==> config.mk <==
export PLATFORM = sky130hd
export DESIGN_NAME = gamepad_reader_flat
export DESIGN_NICKNAME = d
export VERILOG_FILES = /design/src/rtl/gamepad_reader_if.sv /design/src/rtl/gamepad_reader.sv /design/src/flat_wrapper.sv
export SDC_FILE = /design/constraint.sdc
export NUM_CORES = 1
export LEC_CHECK = 0
export ABC_AREA = 1
export CAP_MARGIN = 10
export CORE_MARGIN = 4
export CORE_UTILIZATION = 45
export DETAILED_ROUTE_END_ITERATION = 10
export HOLD_SLACK_MARGIN = 0.02
export PLACE_DENSITY_LB_ADDON = 0.1
export SLEW_MARGIN = 10
export SYNTH_ARGS = -nofsm -noshare
export SYNTH_HDL_FRONTEND = slang
export SYNTH_SLANG_ARGS = --single-unit
==> constraint.sdc <==
create_clock -name clk -period 4 [get_ports clk]
set_input_delay 0.6 -clock clk [delete_from_list [all_inputs] [get_ports clk]]
set_output_delay 0.6 -clock clk [all_outputs]
set_load 0.01 [all_outputs]
==> src/rtl/gamepad_reader_if.sv <==
// rtl/gamepad_reader_if.sv - controller pins, poll handshake and decoded buttons of the gamepad reader
interface gamepad_reader_if;
    logic poll;
    logic pad_data;
    logic pad_latch;
    logic pad_clk;
    logic busy;
    logic valid;
    logic pad_present;
    logic A;
    logic B;
    logic select;
    logic start;
    logic up;
    logic down;
    logic left;
    logic right;

    modport master (
        input  poll, pad_data,
        output pad_latch, pad_clk, busy, valid, pad_present,
        output A, B, select, start, up, down, left, right
    );

    modport slave (
        output poll, pad_data,
        input  pad_latch, pad_clk, busy, valid, pad_present,
        input  A, B, select, start, up, down, left, right
    );
endinterface

==> src/rtl/gamepad_reader.sv <==
// rtl/gamepad_reader.sv - SNES-style serial pad reader producing registered, SOCD-cleaned button levels
module gamepad_reader #(
    parameter int HALF_CYCLES  = 150,
    parameter int LATCH_CYCLES = 300
) (
    input  logic          clk,
    input  logic          rst,
    gamepad_reader_if.master pad
);
    localparam logic [2:0] IDLE     = 3'd0;
    localparam logic [2:0] LATCH    = 3'd1;
    localparam logic [2:0] BIT_HIGH = 3'd2;
    localparam logic [2:0] BIT_LOW  = 3'd3;
    localparam logic [2:0] DONE     = 3'd4;

    localparam int CMAX = (LATCH_CYCLES > HALF_CYCLES) ? LATCH_CYCLES : HALF_CYCLES;
    localparam int CW   = $clog2(CMAX) + 1;
    localparam logic [CW-1:0] LATCH_LAST = CW'(LATCH_CYCLES - 1);
    localparam logic [CW-1:0] HALF_LAST  = CW'(HALF_CYCLES - 1);

    logic [2:0]    state;
    logic [CW-1:0] cnt;
    logic [3:0]    idx;
    logic [15:0]   shift_reg;
    logic          data_meta;
    logic          data_sync;

    logic [15:0] pressed;
    logic        present_w;
    logic        ud_ok;
    logic        lr_ok;

    // Line is active-low; a pad always drives bits 12-15 high, a pull-down reads them low.
    assign pressed   = ~shift_reg;
    assign present_w = &shift_reg[15:12];
    assign ud_ok     = !(pressed[4] && pressed[5]);
    assign lr_ok     = !(pressed[6] && pressed[7]);

    always_ff @(posedge clk or posedge rst) begin
        if (rst) begin
            data_meta <= 1'b0;
            data_sync <= 1'b0;
        end else begin
            data_meta <= pad.pad_data;
            data_sync <= data_meta;
        end
    end

    always_ff @(posedge clk or posedge rst) begin
        if (rst) begin
            state           <= IDLE;
            cnt             <= '0;
            idx             <= '0;
            shift_reg       <= '0;
            pad.pad_latch   <= 1'b0;
            pad.pad_clk     <= 1'b1;
            pad.busy        <= 1'b0;
            pad.valid       <= 1'b0;
            pad.pad_present <= 1'b0;
            pad.A           <= 1'b0;
            pad.B           <= 1'b0;
            pad.select      <= 1'b0;
            pad.start       <= 1'b0;
            pad.up          <= 1'b0;
            pad.down        <= 1'b0;
            pad.left        <= 1'b0;
            pad.right       <= 1'b0;
        end else begin
            pad.valid <= 1'b0;
            case (state)
                IDLE: begin
                    // busy is still high during the valid cycle, so a poll there is dropped too.
                    if (pad.busy) begin
                        pad.busy <= 1'b0;
                    end else if (pad.poll) begin
                        state         <= LATCH;
                        cnt           <= '0;
                        pad.busy      <= 1'b1;
                        pad.pad_latch <= 1'b1;
                    end
                end
                LATCH: begin
                    if (cnt == LATCH_LAST) begin
                        cnt           <= '0;
                        idx           <= '0;
                        pad.pad_latch <= 1'b0;
                        state         <= BIT_HIGH;
                    end else begin
                        cnt <= cnt + 1'b1;
                    end
                end
                BIT_HIGH: begin
                    if (cnt == HALF_LAST) begin
                        cnt            <= '0;
                        shift_reg[idx] <= data_sync;
                        pad.pad_clk    <= 1'b0;
                        state          <= BIT_LOW;
                    end else begin
                        cnt <= cnt + 1'b1;
                    end
                end
                BIT_LOW: begin
                    if (cnt == HALF_LAST) begin
                        cnt         <= '0;
                        pad.pad_clk <= 1'b1;
                        idx         <= idx + 1'b1;
                        state       <= (idx == 4'd15) ? DONE : BIT_HIGH;
                    end else begin
                        cnt <= cnt + 1'b1;
                    end
                end
                DONE: begin
                    pad.valid       <= 1'b1;
                    pad.pad_present <= present_w;
                    pad.A           <= present_w & pressed[8];
                    pad.B           <= present_w & pressed[0];
                    pad.select      <= present_w & pressed[2];
                    pad.start       <= present_w & pressed[3];
                    pad.up          <= present_w & pressed[4] & ud_ok;
                    pad.down        <= present_w & pressed[5] & ud_ok;
                    pad.left        <= present_w & pressed[6] & lr_ok;
                    pad.right       <= present_w & pressed[7] & lr_ok;
                    state           <= IDLE;
                end
                default: begin
                    state <= IDLE;
                end
            endcase
        end
    end
endmodule

==> src/flat_wrapper.sv <==
// flat-port wrapper written by rule: the top's interface ports become plain ports
module gamepad_reader_flat 
#(
    parameter int HALF_CYCLES  = 150,
    parameter int LATCH_CYCLES = 300
)
  (clk, rst, pad_poll, pad_pad_data, pad_pad_latch, pad_pad_clk, pad_busy, pad_valid, pad_pad_present, pad_A, pad_B, pad_select, pad_start, pad_up, pad_down, pad_left, pad_right);
  gamepad_reader_if pad_i ();
  input  logic clk;
  input  logic rst;
  input wire logic [$bits(pad_i.poll)-1:0] pad_poll;
  input wire logic [$bits(pad_i.pad_data)-1:0] pad_pad_data;
  output wire logic [$bits(pad_i.pad_latch)-1:0] pad_pad_latch;
  output wire logic [$bits(pad_i.pad_clk)-1:0] pad_pad_clk;
  output wire logic [$bits(pad_i.busy)-1:0] pad_busy;
  output wire logic [$bits(pad_i.valid)-1:0] pad_valid;
  output wire logic [$bits(pad_i.pad_present)-1:0] pad_pad_present;
  output wire logic [$bits(pad_i.A)-1:0] pad_A;
  output wire logic [$bits(pad_i.B)-1:0] pad_B;
  output wire logic [$bits(pad_i.select)-1:0] pad_select;
  output wire logic [$bits(pad_i.start)-1:0] pad_start;
  output wire logic [$bits(pad_i.up)-1:0] pad_up;
  output wire logic [$bits(pad_i.down)-1:0] pad_down;
  output wire logic [$bits(pad_i.left)-1:0] pad_left;
  output wire logic [$bits(pad_i.right)-1:0] pad_right;
  assign pad_i.poll = pad_poll;
  assign pad_i.pad_data = pad_pad_data;
  assign pad_pad_latch = pad_i.pad_latch;
  assign pad_pad_clk = pad_i.pad_clk;
  assign pad_busy = pad_i.busy;
  assign pad_valid = pad_i.valid;
  assign pad_pad_present = pad_i.pad_present;
  assign pad_A = pad_i.A;
  assign pad_B = pad_i.B;
  assign pad_select = pad_i.select;
  assign pad_start = pad_i.start;
  assign pad_up = pad_i.up;
  assign pad_down = pad_i.down;
  assign pad_left = pad_i.left;
  assign pad_right = pad_i.right;
  gamepad_reader #(.HALF_CYCLES(HALF_CYCLES), .LATCH_CYCLES(LATCH_CYCLES)) u_core (.clk(clk), .rst(rst), .pad(pad_i));
endmodule
* Word-level counts from Yosys, hierarchy flattened
Index checks and enable logic that the tools add are counted.
** Word-level totals
- Register bits after elaboration :: 48
- Word-level logic and storage cells :: 94
** Operators by class
- Add/subtract/negate cells :: 2
- Order comparisons :: 2
- Equal/unequal tests :: 12
- Muxes and demuxes :: 28
- Bitwise operators :: 13
- Reduce and logical (&&, ||, !) cells :: 18
** Operator list (number)
- 10-bit 2-to-1 mux :: 4
- 10-bit one-hot mux with 3 select lines :: 1
- 3-bit 2-to-1 mux :: 6
- 16-bit bitwise mux :: 1
- 1-bit AND :: 12
- 3-bit one-hot mux with 4 select lines :: 1
- 10-bit by 1-bit adder with 10-bit output, second input constant :: 1
- 10-bit by 8-bit equality test with 1-bit output, second input constant :: 1
- 10-bit by 9-bit equality test with 1-bit output, second input constant :: 1
- 1-bit 2-to-1 mux :: 9
- 9-bit NOT :: 1
- 3-bit AND reduction :: 3
- 4-bit 2-to-1 mux :: 2
- 4-bit one-hot mux with 2 select lines :: 1
- 4-bit AND reduction :: 2
- 3-bit by 2-bit equality test with 1-bit output, second input constant :: 2
- 2-bit by 1-bit inequality test with 1-bit output, second input constant :: 3
- 2-bit nonzero test :: 3
- 4-bit by 5-bit less-than comparator with 1-bit output, second input constant :: 1
- 5-bit AND reduction :: 1
- 4-bit by 1-bit adder with 4-bit output, second input constant :: 1
- 1-bit demux with 4-bit select :: 1
- 4-bit equality test, second input constant :: 1
- 4-bit by 1-bit greater-or-equal comparator with 1-bit output, second input constant :: 1
- other kinds (10) :: 15

* Longest topological paths before layout
Gate-level depths: netlist (run 1).
- Depth after elaboration :: 5
- Gate-level depth with buffers :: 9

* Worst setup path after synthesis (run 1)
No wires, ideal clock.
- Path type :: register to register
- Start :: register u_core.cnt[1]
- End :: register u_core.idx[0]
- Arrival :: 1.299 ns
- Path slack :: 2.585 ns
- Cell stages (with the launch flop) :: 10
- Path buffers :: 0
- Clock period less this slack :: 1.415 ns
- Cell sequence :: dfrtp_1 inv_1 ha_1 nand2_1 nor2_1 nand3_1 nand2_2 nand3_1 nand2_1 nand2_1
** On the way
- Longest elaborated chain between the ends :: 3
- Elaborated cells between the ends (all ways) :: 5
** RTL lines
- from (decl) :: line gamepad_reader.sv:22 : logic [CW-1:0] cnt;
- from (signal assigned) :: line gamepad_reader.sv:89 : cnt <= cnt + 1'b1;
- from (signal assigned) :: line gamepad_reader.sv:99 : cnt <= cnt + 1'b1;
- from (signal assigned) :: line gamepad_reader.sv:109 : cnt <= cnt + 1'b1;
- 10-bit by 8-bit equality test with 1-bit output / 10-bit by 9-bit equality test with 1-bit output (equally long branches) :: line gamepad_reader.sv:103, gamepad_reader.sv:83
- 2-bit by 1-bit inequality test with 1-bit output (no line)
- 3-bit AND reduction (no line) (*)
- to (signal assigned) :: line gamepad_reader.sv:106 : idx <= idx + 1'b1;
- to (decl) :: line gamepad_reader.sv:23 : logic [3:0] idx;
Every way passes the cells marked *; elsewhere a longest branch is shown, timed or not.
A chain may end at the register's enable or synchronous reset.

* Worst setup path after layout (run 1)
- Start :: register u_core.pad.pad_clk
- End :: output port pad_pad_clk
** RTL lines
- from (decl) :: line gamepad_reader_if.sv:21 : output pad_latch, pad_clk, busy, valid, pad_present,
- from (signal assigned) :: line gamepad_reader.sv:56 : pad.pad_clk <= 1'b1;
- from (signal assigned) :: line gamepad_reader.sv:96 : pad.pad_clk <= 1'b0;
- from (signal assigned) :: line gamepad_reader.sv:105 : pad.pad_clk <= 1'b1;
- to (decl) :: line flat_wrapper.sv:14 : output wire logic [$bits(pad_i.pad_clk)-1:0] pad_pad_clk;
No word-level cell between the ends.

==> results.md, run 1 <==
- Tcrit/Tclk final: slightly below 50%
- Max-capacitance violation count: 0
- Ys async rst share: 100%
- Total GRT Usage: 17.9%
- Cell variety after synth: 31
- Nets: between 300 and 400
- Clock transition at path regs: around 0.080 ns
- Clock Root Buffer: clkbuf_8
- Worst Hold Depth: 0
- Layout fillers: between 500 and 600
- Design area: 2770 um2
- Routed Antenna Nets: 0
- Worst slew margin: 40.4%
- CTS Buffer Depth: 2
- Pre-CTS WS: between 2 and 2.5 ns
- Total power: approximately 740 uW
- Number of enable flip-flop cells after synthesis: 0
- Final hold vios: 0
- CP Data Required Time: between 3 and 4 ns
- Synthesized cell area: ~2500 um2
- Final setup fails: 0
- Switching part of the total: between 20 and 25%
- Outcome: completed
- Post-synth top area share: between 40% and 50%
- Sequential fraction of the synthesis area: 43.9%
- Clk_lat worst skew: 0.30 ns
- Setup Skew: about 0.0057 ns
- DIE WIDTH: 82.7 um
- Die Area: around 6800 um2
- CTS tree: done
- CP Capture Type: primary output
- Slew Viols, Final: 0
- First-pass GRT wire length: between 9000 and 10,000 um
- Initial antenna violation count: 0
- Hold Slack: 0.354 ns
- Worst Path Buf+Inv: 1
- RSZ-0062 raised after global routing: false
- Top FF cell, synth: dfrtp_1
- Worst setup margin: 2.03 ns
- Yosys reg bits: 44
- Reg area: approximately 1100 um2
- Worst Reg-to-Reg Cells: 5
- Max reg flops: 12
- Slew @ Worst Pin: around 0.89 ns
- Worst R2R Setup Slack: about 2.2 ns
- Critical path, cell by cell: clkdlybuf4s50_1
- Post-DP Area: 2680 um2
- Clock power share: between 30% and 40%
- Setup repair bufs after CTS: 0
- Layout area overhead: 10.5%
- VDD IR max: roughly 170 uV
- Leak Pwr: approximately 1.3 nW
- Logic pwr share: around 1.5%
- Crit path kind: flip-flop to primary output
- PwrDens: about 270 nW/um2
- Area of the multi-input gates: 1190 um2
- Slowest stage delay, CP: around 0.54 ns
- Grt total ovfl: 0
- CTS resizes: 0
- Synth Instances: between 300 and 400
- Num rows: 26
- Antenna diodes: 0
- Iteration-0 DRC Markers: between 100 and 150
- Crit path max-delay family: flip-flops
- Vias in the first global route: around 1,900
- IO Port Bufs: 16
- Critical Path Start Type: flip-flop
- # IOs: 17
- Drt drc: 0
- Maximum net fanout on the critical path: 2
- Num Clock Sinks: 44
- Layout cell share with drive strength beyond 1: between 10% and 20%
- Critical R2R Capture: u_core.shift_reg[14]
- Utilization after layout: between 50% and 60%
- WL per Instance: 12.9 um
- Post-CTS Hold Fix Bufs: 0
- Drt first pass iters: 4
- Placed insts: slightly above 400
- Die Y: 82.7 um
- Largest net degree at the start of global routing: 45
- Hold crit path type: flip-flop to flip-flop
- Syn avg cell area: 7.56 um2
- Leading area contributor after synthesis: dfrtp_1
- Reg power frac: about three fifths
- Internal power: about 570 uW
- Hold EP: u_core.data_sync
- Net switching power: 169 uW
- Cell Count, Final, Fillers Out: ~420
- H-tree depth: 2
- FMAX: slightly above 500 MHz
- Main area contributors after synthesis: dfrtp_1, nand2_1, nand3_1, nor2_1, nand4_1
- Dpl hpwl: between 3000 and 4000 um
- WL final: between 5000 and 6000 um
- Initial Utilization: 47.6%
- Yosys warning count: 0
- Vias/cell: about 5.1
- Syn_nets: 342
- CP max stage cell: dfstp_2
- Min-delay src: u_core.data_meta
- Min Tclk post-route: 1.97 ns
- Via Count: ~2,100
- Reg-to-Reg Start: u_core.cnt[9]
- Arrival time worst endpoint: approximately 1.4 ns
- Setup_tns: 0 ns
- Top post-synthesis cells by count: nand2_1, dfrtp_1, nor2_1
- Total CTS buffers: 5
- Area of the core: between 5000 and 6000 um2
- Most common cell in the synthesized netlist: nand2_1
- GP Congestion: roughly 0.84
## metal layers
| layer | wire [um] | GRT usage [%] | up-vias |
|---|---|---|---|
| li1 | - | - | 1097 |
| met1 | 2830 | 27.9 | 974 |
| met2 | 2170 | 24.4 | 45 |
| met3 | 295 | 3.25 | 5 |
| met4 | 61 | 6.54 | 0 |
| met5 | 0 | 0 | - |
## power by group through the flow
stage | registers [mW] | clock network, mW | logic [mW]
6_report | 0.447 | 0.282 | 0.0113
4_1_cts | 0.447 | 0.295 | 0.0122
2_1_floorplan | 0.455 | 0 | 0.00816
3_3_place_gp | 0.456 | 0 | 0.0120
5_1_grt | 0.448 | 0.315 | 0.0137
3_5_place_dp | 0.456 | 0 | 0.0122
## cell usage in the layout, fill, tap and decap left out, types with 5 or more instances in the layout
master and n:
nor2_2 6, nor2_1 40, dfrtp_1 43, nand3_1 36, clkdlybuf4s50_1 16, ha_1 6, inv_2 8, nand2_1 100
inv_1 26, o21ai_0 12, nand4_1 17, clkbuf_8 5
## worst max-delay path by stage
stage                                   from               to  slack (ns)  cells after the start
final                     u_core.pad.pad_clk      pad_pad_clk        2.03                      1
after detailed placement            pad_poll  u_core.state[0]        2.06                      7
after CTS                 u_core.pad.pad_clk      pad_pad_clk        2.02                      1
after global routing      u_core.pad.pad_clk      pad_pad_clk        2.00                      1
after global placement              pad_poll  u_core.state[0]        2.06                      7
after floorplan                          rst    u_core.cnt[0]        2.37                      1
## cells by family after synthesis
logic type / share of synthesized area [%]
AO/OA/AOI/OAI: 4.73
XOR/XNOR: 1.05
adder cells (fa/ha/maj): 2.99
buffers and inverters: 8.52
flip-flops: 43.9
AND/OR/NAND/NOR: 38.8
## cell type report
| type | instances | share of cell area, % |
|---|---|---|
| clock buffers | 5 | 2.48 |
| clock inverters | 3 | 0.857 |
| inverters | 35 | 4.92 |
| multi-input cells | 243 | 43.1 |
| flip-flops and latches | 44 | 39.7 |
| well taps | 70 | 3.16 |
| repair buffers | 16 | 5.77 |
Note: power is estimated with default switching activity, not from simulation.
==> run 2, diff against run 1 <==
- clock period: 4 -> 1.7 ns (I/O delays scaled with it)
==> run 2 against run 1 <==
Core utilization increased by 1.8 points. Routed wire length shrank 2.3%. Hold slack got worse by 0.059 ns. Via count rose by 0.24%. First-iteration DRC count rose by 12%. Register-to-register slack got worse by 2.0 ns. Critical path depth stayed put.
==> results.md, run 2 (synthesis results as in run 1) <==
- Max-capacitance violation count: 0
- Layout area overhead: 14.2%
- CP Data Required Time: ~1.4 ns
- Slowest stage delay, CP: roughly 0.54 ns
- CP max stage cell: dfstp_2
- Hold Slack: approximately 0.29 ns
- CP Capture Type: primary output
- Min Tclk post-route: 1.62 ns
- Vias in the first global route: between 1,500 and 2,000
- Cell Count, Final, Fillers Out: between 400 and 500
- Worst slew margin: between 70 and 80%
- Leak Pwr: between 1 and 1.5 nW
- Drt first pass iters: 4
- Critical path, cell by cell: clkdlybuf4s50_1
- Via Count: 2,126
- GP Congestion: 0.898
- DIE WIDTH: ~83 um
- Reg power frac: a little over half
- Setup Skew: ~0.0067 ns
- WL per Instance: ~12 um
- Dpl hpwl: approximately 3800 um
- Nets: around 360
- Leading cell type in the layout, fill and taps excluded: nand2_1
- Final hold vios: 0
- RSZ-0062 raised after global routing: false
- Clock Root Buffer: clkbuf_8
- Tcrit/Tclk final: 95.2%
- Internal power: between 1.5 and 2 mW
- IO Port Bufs: 16
- Drt drc: 0
- Net switching power: between 400 and 500 uW
- Antenna diodes: 0
- Post-DP Area: about 2700 um2
- Iteration-0 DRC Markers: around 120
- Logic pwr share: between 1.5 and 2%
- Largest net degree at the start of global routing: 45
- FMAX: 618 MHz
- H-tree depth: 2
- Clk_lat worst skew: about 0.30 ns
- Slew Viols, Final: 0
- Hold crit path type: primary input to async pin
- Crit path kind: flip-flop to primary output
- Routed Antenna Nets: 0
- First-pass GRT wire length: around 9000 um
- Layout cell share with drive strength beyond 1: about an eighth
- Critical Path Start Type: flip-flop
- Total GRT Usage: approximately 17%
- Total CTS buffers: 5
- CTS tree: done
- Switching part of the total: a little over a fifth
- Initial Utilization: about 48%
- Final setup fails: 0
- Setup_tns: 0 ns
- CTS Buffer Depth: 2
- Maximum net fanout on the critical path: 2
- Crit path max-delay family: flip-flops
- Worst R2R Setup Slack: approximately 0.18 ns
- Vias/cell: a little over 5
- Num rows: 26
- # IOs: 17
- Die Area: 6840 um2
- PwrDens: between 600 and 700 nW/um2
- Design area: roughly 2900 um2
- Area of the core: 5270 um2
- WL final: ~5200 um
- Commonest cells after routing, fill and taps aside: nand2_1, dfrtp_1, nor2_1
- VDD IR max: roughly 340 uV
- Slew @ Worst Pin: about 0.37 ns
- Grt total ovfl: 0
- Outcome: completed
- Die Y: just over 80 um
- Initial antenna violation count: 0
- Max reg flops: 12
- Num Clock Sinks: between 40 and 50
- Clock transition at path regs: about 0.090 ns
- Clock power share: a little over two fifths
- Arrival time worst endpoint: ~1.4 ns
- Placed insts: roughly 420
- Worst Path Buf+Inv: 1
- Utilization after layout: 54.4%
## run 2: worst paths after layout
path	cells after the start	endpoint	startpoint
min in group clk	0	u_core.data_sync	u_core.data_meta
hold reg to reg	0	u_core.data_sync	u_core.data_meta
hold / removal	3	u_core.cnt[3]	rst
setup / recovery	1	pad_pad_clk	u_core.pad.pad_clk
setup reg to reg	8	u_core.shift_reg[13]	u_core.cnt[1]
max in group asynchronous	3	u_core.pad.pad_clk	rst
## run 2: final cells by class
cell class	instances	area [um2]
fillers	512	2400
multi-input cells	243	1200
flip-flops and latches	44	1100
repair buffers	23	225
inverters	35	136
well taps	70	87.6
clock buffers	5	68.8
clock inverters	3	46.3
## run 2: power by group through the flow
stage,Sequential (mW),Clock (mW),Combinational [mW]
after floorplan,1.07,0,0.0192
after global placement,1.07,0,0.0348
after detailed placement,1.07,0,0.0350
after CTS,1.05,0.859,0.0351
after global routing,1.05,0.913,0.0386
final,1.05,0.834,0.0326
## run 2: through the flow
| step | power [mW] | setup slack [ns] |
|---|---|---|
| after floorplan | 1.09 | 0.285 |
| after global placement | 1.11 | 0.154 |
| after detailed placement | 1.11 | 0.154 |
| after CTS | 1.95 | 0.0650 |
| after global routing | 2.00 | 0.0154 |
| final | 1.92 | 0.0816 |
## run 2: routing by layer
metal,track usage [%],routed length (um),vias up
met5,0,0,-
met4,4.08,42,0
met3,3.90,264,4
met2,24.8,2150,43
met1,26.6,2790,970
li1,-,-,1109
## run 2: timing repair
| item | 4_1_cts | 5_1_grt |
|---|---|---|
| hold buffers | 0 | 0 |
| gates resized for setup | 0 | 1 |
| setup buffers | 0 | 0 |
| setup endpoints to repair | 0 | 2 |
